==> src/rtl/small_lpf_multi.sv <==
// small_lpf_multi: time-multiplexed multi-channel single-pole IIR low-pass filter (adds/shifts only).
// Rev 1.0
`timescale 1ns/1ps
`default_nettype none

module small_lpf_multi #(
   parameter int WIDTH     = 16,
   parameter int CHANNELS  = 4,
   parameter int CH_W      = 2,
   parameter int MAX_SHIFT = 15,
   parameter int SHIFT_W   = 4,
   parameter bit SIGNED    = 1'b0
) (
   input  logic               clk,
   input  logic               rstN,
   input  logic               inValid,
   output logic               inReady,
   input  logic [CH_W-1:0]    inCh,
   input  logic [WIDTH-1:0]   dataIn,
   output logic               outValid,
   input  logic               outReady,
   output logic [CH_W-1:0]    outCh,
   output logic [WIDTH-1:0]   dataOut,
   input  logic               cfgWr,
   input  logic [CH_W-1:0]    cfgCh,
   input  logic [SHIFT_W-1:0] cfgShift
);

   localparam int ACC_W = WIDTH + MAX_SHIFT;

   logic [ACC_W-1:0]   r_acc [CHANNELS];
   logic [SHIFT_W-1:0] r_shift [CHANNELS];
   logic               r_outValid;
   logic [CH_W-1:0]    r_outCh;
   logic [WIDTH-1:0]   r_dataOut;

   logic               w_inChOk;
   logic               w_cfgChOk;
   logic               w_accept;
   logic               w_load;
   logic [ACC_W-1:0]   w_accSel;
   logic [SHIFT_W-1:0] w_kSel;
   logic [ACC_W-1:0]   w_ext;
   logic [ACC_W-1:0]   w_yPrev;
   logic [ACC_W-1:0]   w_accNew;
   logic [WIDTH-1:0]   w_dataNext;
   logic [SHIFT_W-1:0] w_cfgClamped;

   assign w_inChOk     = (32'(inCh) < 32'(CHANNELS));
   assign w_cfgChOk    = (32'(cfgCh) < 32'(CHANNELS));
   assign inReady      = !cfgWr && (!r_outValid || outReady);
   assign w_accept     = inValid && inReady;
   // Out-of-range channels are consumed by the handshake but never touch state.
   assign w_load       = w_accept && w_inChOk;
   assign w_cfgClamped = (32'(cfgShift) > 32'(MAX_SHIFT)) ? SHIFT_W'(MAX_SHIFT) : cfgShift;

   always_comb begin
      w_accSel = '0;
      w_kSel   = '0;
      for (int i = 0; i < CHANNELS; i++) begin
         if (inCh == CH_W'(i)) begin
            w_accSel = r_acc[i];
            w_kSel   = r_shift[i];
         end
      end
   end

   always_comb begin
      if (SIGNED) begin
         w_ext      = ACC_W'($signed(dataIn));
         w_yPrev    = ACC_W'($signed(w_accSel) >>> w_kSel);
         w_accNew   = w_accSel + w_ext - w_yPrev;
         w_dataNext = WIDTH'($signed(w_accNew) >>> w_kSel);
      end else begin
         w_ext      = ACC_W'(dataIn);
         w_yPrev    = w_accSel >> w_kSel;
         w_accNew   = w_accSel + w_ext - w_yPrev;
         w_dataNext = WIDTH'(w_accNew >> w_kSel);
      end
   end

   // A shift change also clears the accumulator so a smaller k cannot exceed the range bound.
   always_ff @(posedge clk or negedge rstN) begin
      if (!rstN) begin
         for (int i = 0; i < CHANNELS; i++) begin
            r_acc[i]   <= '0;
            r_shift[i] <= '0;
         end
         r_outValid <= 1'b0;
         r_outCh    <= '0;
         r_dataOut  <= '0;
      end else begin
         for (int i = 0; i < CHANNELS; i++) begin
            if (cfgWr && w_cfgChOk && (cfgCh == CH_W'(i))) begin
               r_shift[i] <= w_cfgClamped;
               r_acc[i]   <= '0;
            end else if (w_load && (inCh == CH_W'(i))) begin
               r_acc[i] <= w_accNew;
            end
         end
         if (w_load) begin
            r_outValid <= 1'b1;
            r_outCh    <= inCh;
            r_dataOut  <= w_dataNext;
         end else if (outReady) begin
            r_outValid <= 1'b0;
         end
      end
   end

   assign outValid = r_outValid;
   assign outCh    = r_outCh;
   assign dataOut  = r_dataOut;

endmodule

`default_nettype wire

==> config.mk <==
export PLATFORM = sky130hd
export DESIGN_NAME = small_lpf_multi
export DESIGN_NICKNAME = d
export VERILOG_FILES = /design/src/rtl/small_lpf_multi.sv
export SDC_FILE = /design/constraint.sdc
export NUM_CORES = 1
export LEC_CHECK = 0
export CAP_MARGIN = 25
export CORE_UTILIZATION = 63
export DETAILED_ROUTE_END_ITERATION = 16
export PLACE_DENSITY = 0.82
export SLEW_MARGIN = 10
export SYNTH_ARGS = -nofsm -noshare
export SYNTH_HDL_FRONTEND = slang
export SYNTH_SLANG_ARGS = --single-unit
export TNS_END_PERCENT = 20
==> constraint.sdc <==
create_clock -name clk -period 7.6 [get_ports clk]
set_input_delay 2.28 -clock clk [delete_from_list [all_inputs] [get_ports clk]]
set_output_delay 2.28 -clock clk [all_outputs]
set_load 0.01 [all_outputs]
==> impl_metrics.py, run 1 <==
metrics = {
    "status": {
        "outcome": "completed",
    },
    "worst_setup_path": {
        "critPathKind": "in2reg",
        "worstPathArrival_ns": 7.72,
        "crit_fanout": 12,
        "crit_required_ns": 7.91,
        "cp-start-kind": "primary input",
        "critPathCaptureType": "flip-flop",
        "r2r_cells": 22,
    },
    "synthesis": {
        "synth_fp_nets": 1511,
        "synth_area_leaders": "dfrtp_1 33%, o21ai_0 8.0%, nand3_1 6.3%",
        "synth-main-ff-cell": "dfrtp_1",
        "ys_seq_area_frac": 0.329,
        "yosys.area.top_type_share": 0.329,
        "avgSynthCellArea_um2": 8.51,
        "ys_types": 79,
        "mappedNetlistArea_um2": 12100,
        "netlist_instances": 1421,
        "yosysWarnings": 0,
        "synthArstFlopShare": 1.00,
        "synth-edff-count": 0,
        "synth_top_cell_by_area": "dfrtp_1",
        "synth_seq_cells": 159,
    },
    "floorplan": {
        "dieWidth_um": 141,
        "rows": 50,
        "die_height_um": 141,
        "core_area_um2": 18800,
        "die-area_um2": 19800,
        "start_util": 0.644,
        "io_pins": 49,
    },
    "detailed_routing": {
        "first_pass_iters": 8,
        "drcViolationCount": 0,
        "avgRoutedWirePerCell_um": 22.3,
        "vias": 12361,
        "wirelength_um": 40200,
        "drt-initial-drc-count": 1682,
        "final_antenna_net_count": 0,
        "avgViaCountPerCell": 6.87,
    },
    "layout": {
        "fin_cells": 1800,
        "fillers": 1321,
        "final_area_um2": 14600,
        "area_delta_synth_final_pct": 20.7,
        "postLayoutCoreUtil": 0.778,
        "diodes": 0,
        "drive_gt1_frac": 0.209,
        "num-nets-final": 1643,
    },
    "place": {
        "dp_cells": 1763,
        "port_buffers": 48,
        "place_congestion": 1.01,
        "dpl_cell_area_um2": 13900,
        "hpwl_um": 28500,
    },
    "clocking": {
        "cts_tree": "done",
        "cts-root-buf": "clkbuf_16",
        "clkSinkCount": 159,
        "cts_made_buffers": 17,
        "path_clk_slew_ns": 0.07,
        "h-tree-depth": 4,
        "postCtsHoldBufs": 0,
        "clock_path_buffers": 2,
        "insertion_delay_ns": 0.43,
    },
    "grt": {
        "grt_pass1_vias": 11663,
        "grt_overflow": 0,
        "grt_max_degree": 81,
        "track_usage": 0.414,
        "grt_first_pass_wirelength_um": 62600,
        "antenna_found_initial": 0,
    },
    "timing": {
        "setup_viol": 0,
        "fmax_ghz": 0.135,
        "period_share": 0.975,
        "tightest_slew_ns": 1.07,
        "drv_slew": 0,
        "hold_viol": 0,
        "clock_skew_ns": 0.0116,
        "period_minus_slack_ns": 7.41,
        "grt_setup_unrepaired": "yes",
        "slew_headroom": 0.290,
    },
    "flow_run": {
        "drv_cap": 0,
    },
    "worst_hold_path": {
        "hold_class": "reg2reg",
        "min_path_cells": 2,
    },
}
## path summary, 6_finish.rpt
path | slack, ns | startpoint | endpoint
max in group asynchronous | 4.64 | rstN | dataOut[13]$_DFFE_PN0P_
hold / removal | 0.50 | r_acc[104]$_DFFE_PN0P_ | r_acc[104]$_DFFE_PN0P_
min in group asynchronous | 1.87 | rstN | r_shift[7]$_DFFE_PN0P_
setup reg to reg | 1.82 | r_shift[4]$_DFFE_PN0P_ | dataOut[12]$_DFFE_PN0P_
setup / recovery | 0.19 | inCh[0] | dataOut[12]$_DFFE_PN0P_
hold reg to reg | 0.50 | r_acc[104]$_DFFE_PN0P_ | r_acc[104]$_DFFE_PN0P_
## cell usage after synthesis (7+ instances only)
| master | instances |
|---|---|
| a211o_1 | 7 |
| a211oi_1 | 15 |
| a21o_1 | 17 |
| a21oi_1 | 73 |
| a311oi_1 | 9 |
| a31oi_1 | 12 |
| buf_1 | 12 |
| buf_2 | 16 |
| clkbuf_1 | 87 |
| dfrtp_1 | 159 |
| fa_1 | 16 |
| ha_1 | 45 |
| inv_1 | 74 |
| mux2_2 | 32 |
| mux2i_1 | 39 |
| mux4_2 | 33 |
| nand2_1 | 139 |
| nand3_1 | 151 |
| nand4_1 | 19 |
| nor2_1 | 83 |
| nor3_1 | 18 |
| o211ai_1 | 15 |
| o21a_1 | 13 |
| o21ai_0 | 193 |
| o21ai_1 | 8 |
| or2_2 | 10 |
| xnor2_1 | 14 |
## metrics by stage
step	setup WS, ns	setup TNS, ns	hold slack [ns]
after floorplan	0.0711	0	0.461
after global placement	-0.187	-0.542	0.459
after detailed placement	-0.248	-1.47	0.481
after CTS	0.164	0	0.498
after global routing	-0.0117	-0.0218	0.522
final	0.190	0	0.499
## area by class of cell
| type | count | area (um2) | share of cell area |
|---|---|---|---|
| sequential | 159 | 3980 | 0.273 |
| timing repair buffer | 229 | 1980 | 0.136 |
| tap | 234 | 293 | 0.0201 |
| clock buffer | 18 | 439 | 0.0301 |
| inverter | 74 | 278 | 0.0190 |
| multi-input combinational | 1072 | 7480 | 0.513 |
| clock inverter | 14 | 138 | 0.00943 |
## worst max-delay path: stages
cell,delay (ns)
buf_2,0.13
buf_12,0.17
buf_4,0.20
mux4_2,0.60
mux2_2,0.31
o21ai_0,0.24
o21ai_0,0.19
o21ai_0,0.26
fa_1,0.46
ha_1,0.36
and3_1,0.21
a221o_1,0.40
a32o_2,0.30
o21ai_1,0.22
xor2_2,0.33
buf_4,0.21
o22a_1,0.14
o221ai_1,0.23
o32ai_1,0.33
o31ai_1,0.12
## state kept, by name, summed over array words and instances, names as in the netlist
name,flops
r_acc,124
outValid,1
dataOut,16
r_shift,16
outCh,2
## timing repair
action | CTS | global route
gates resized for setup | 0 | 12
endpoints found under the setup margin | 0 | 14
buffers inserted | 0 | 1
endpoints found under the hold margin | 0 | 0
## per-layer routing
metal	wire length, um	track usage	vias up
met1	15700	0.577	5887
met2	18100	0.642	879
met5	0	0	-
met4	1360	0.154	0
met3	5000	0.0855	148
li1	-	-	5447
## logic make-up after synthesis
group / after synthesis / synth area share
simple gates: 455 / 0.177
compound gates: 428 / 0.218
buf+inv: 190 / 0.0609
flops: 159 / 0.329
mux: 106 / 0.126
fa+ha+maj: 61 / 0.0731
xor+xnor: 22 / 0.0172
## cells in the final DEF (no fill, tap or decap), types with 5 or more instances in the layout
| cell type | instances |
|---|---|
| a211o_1 | 7 |
| a211oi_1 | 14 |
| a21o_1 | 17 |
| a21oi_1 | 73 |
| a311oi_1 | 8 |
| a31oi_1 | 12 |
| buf_12 | 10 |
| buf_4 | 169 |
| clkbuf_16 | 17 |
| clkdlybuf4s50_1 | 45 |
| dfrtp_1 | 159 |
| fa_1 | 16 |
| ha_1 | 45 |
| inv_1 | 74 |
| inv_6 | 5 |
| inv_8 | 5 |
| mux2_2 | 32 |
| mux2i_1 | 35 |
| mux4_2 | 33 |
| nand2_1 | 137 |
| nand2b_1 | 6 |
| nand3_1 | 149 |
| nand4_1 | 19 |
| nor2_1 | 83 |
| nor3_1 | 18 |
| o211ai_1 | 15 |
| o21a_1 | 11 |
| o21ai_0 | 191 |
| o21ai_1 | 6 |
| o221ai_1 | 5 |
| o22ai_1 | 5 |
| o31ai_1 | 6 |
| or2_2 | 10 |
| or3_1 | 5 |
| xnor2_1 | 14 |
| xor2_1 | 6 |
Power of run 1 is not shown: default switching activity piles up to over one toggle a cycle in this logic, so the estimate is an artifact.
==> run 2, diff against run 1 <==
Settings changed: CTS_CLUSTER_DIAMETER from default to 200, SLEW_MARGIN 10 to 20.
==> run 2 against run 1 <==
Against the previous run: worst hold slack lost 0.0044 ns; first-iteration DRC count grew 1.4%; non-clock buffer count decreased by 1; via count about the same; worst setup slack better by 0.0078 ns; core utilization fell by 0.080 points; register-to-register slack better by 0.04 ns; cell count barely moved; global-route usage unchanged; sequential share of layout area barely moved; die area stayed put; clock skew about the same; critical path type unchanged; largest cell class unchanged.
==> impl_metrics.py, run 2 (same netlist as run 1, synthesis figures left out) <==
metrics = {
    "status": {
        "outcome": "completed",
    },
    "flow_run": {
        "drv_cap": 0,
    },
    "floorplan": {
        "io_pins": 49,
        "die_height_um": 141,
        "start_util": 0.644,
        "die-area_um2": 19800,
        "dieWidth_um": 141,
        "core_area_um2": 18800,
        "rows": 50,
    },
    "worst_setup_path": {
        "path_delay_family": "compound AO/OA/AOI/OAI gates",
        "crit_fanout": 12,
        "worstPathArrival_ns": 7.71,
        "crit_required_ns": 7.90,
        "cp_slowest_cell": "mux4_2",
        "cp-start-kind": "primary input",
        "worstPathCellList": "buf_2, buf_12, buf_4, mux4_2, mux2_2, o21ai_0, o21ai_0, o21ai_0, fa_1, ha_1, and3_1, a221o_1, a32o_2, o21ai_1, xor2_2, buf_4, o22a_1, o221ai_1, o32ai_1, o31ai_1",
        "path_buf_inv": 4,
        "critPathKind": "in2reg",
        "critPathCaptureType": "flip-flop",
        "critPathMaxStageDelay_ns": 0.60,
        "worst_path_most_repeated_cell": "o21ai_0",
    },
    "clocking": {
        "cts_made_buffers": 17,
        "clkSinkCount": 159,
        "insertion_delay_ns": 0.43,
        "postCtsHoldBufs": 0,
        "cts-root-buf": "clkbuf_16",
        "path_clk_slew_ns": 0.07,
        "h-tree-depth": 4,
        "clock_path_buffers": 2,
        "cts_tree": "done",
    },
    "timing": {
        "period_share": 0.974,
        "setup_viol": 0,
        "hold_viol": 0,
        "slew_headroom": 0.288,
        "setup_tns_ns": 0,
        "period_minus_slack_ns": 7.40,
        "grt_setup_unrepaired": "yes",
        "clock_skew_ns": 0.0113,
        "tightest_slew_ns": 1.07,
        "drv_slew": 0,
        "fmax_ghz": 0.135,
    },
    "detailed_routing": {
        "met1Wirelength_um": 15900,
        "drt-initial-drc-count": 1705,
        "final_antenna_net_count": 0,
        "vias": 12350,
        "wl_met3_um": 4710,
        "avgRoutedWirePerCell_um": 22.2,
        "avgViaCountPerCell": 6.86,
        "maxUsedRoutingLayer": "met4",
        "first_pass_iters": 9,
        "dr_wl_met2_um": 18100,
        "drcViolationCount": 0,
        "wirelength_um": 40000,
    },
    "layout": {
        "final_common_cell": "o21ai_0",
        "drive_gt1_frac": 0.209,
        "num-nets-final": 1642,
        "largest_reg_flops": 124,
        "final_cell_mix": "191 x o21ai_0, 169 x buf_4, 159 x dfrtp_1",
        "diodes": 0,
        "fillers": 1325,
        "largest-register": "r_acc",
        "area_delta_synth_final_pct": 20.6,
    },
    "worst_hold_path": {
        "hold_class": "reg2reg",
    },
    "grt": {
        "grt_max_degree": 81,
        "grt_overflow": 0,
        "antenna_found_initial": 0,
        "grt_first_pass_wirelength_um": 62600,
        "grt_pass1_vias": 11663,
        "track_usage": 0.414,
    },
    "place": {
        "place_congestion": 1.01,
        "port_buffers": 48,
        "hpwl_um": 28500,
    },
}
==> run 2: changes by cell type in the layout (fill, tap and decap cells not counted), sizes merged <==
| cell | change |
|---|---|
| buf | -1 |
==> run 2: final timing paths <==
path	from	endpoint	slack (ns)	depth (start not counted)
max reg2reg	r_shift[4]$_DFFE_PN0P_	dataOut[12]$_DFFE_PN0P_	1.86	22
min in group asynchronous	rstN	r_shift[7]$_DFFE_PN0P_	1.88	1
min reg2reg	outCh[1]$_DFFE_PN0P_	outCh[1]$_DFFE_PN0P_	0.49	2
max in group asynchronous	rstN	dataOut[4]$_DFFE_PN0P_	4.58	3
min	outCh[1]$_DFFE_PN0P_	outCh[1]$_DFFE_PN0P_	0.49	2
max	inCh[0]	dataOut[12]$_DFFE_PN0P_	0.20	20
==> run 2: stage by stage <==
stage	std cells	setup WS (ns)	hold WS [ns]	util	cell area (um2)
global placement	1763	-0.187	0.459	0.739	13900
global route	1799	-0.0201	0.520	0.777	14600
CTS	1795	0.164	0.498	0.769	14400
finish	1799	0.198	0.495	0.777	14600
floorplan	1421	0.0711	0.461	-	12100
detailed placement	1763	-0.248	0.481	0.739	13900
==> run 2: worst reg2reg max path, delay by kind of cell, from the launching register on <==
kind / cells / cell delay (ns)
buffers and inverters: 4 / 0.58
xor gates and xnor gates: 1 / 0.33
adders and majority gates: 3 / 0.86
DFF: 1 / 0.42
muxes: 1 / 0.50
AOI/OAI and AO/OA: 12 / 2.85
and+or+nand+nor: 1 / 0.07
==> run 2: repair_timing <==
item,4_1_cts,5_1_grt
setup buffers,0,1
resized for setup,0,12
setup endpoints to repair,0,14
hold endpoints to repair,0,0
==> run 2: layout make-up <==
cell class / count / area [um2] / area share
clock inverter: 14 / 138 / 0.00944
clock buffer: 18 / 439 / 0.0301
tap: 234 / 293 / 0.0201
multi-input combinational: 1072 / 7490 / 0.514
sequential: 159 / 3980 / 0.273
inverter: 74 / 278 / 0.0191
timing repair buffer: 228 / 1960 / 0.135
==> run 2: routing by layer <==
metal | vias up | global-route usage
li1 | 5461 | -
met1 | 5905 | 0.577
met2 | 869 | 0.642
met3 | 115 | 0.0855
met4 | 0 | 0.154
met5 | - | 0
Power of run 2 is left out for the same reason.
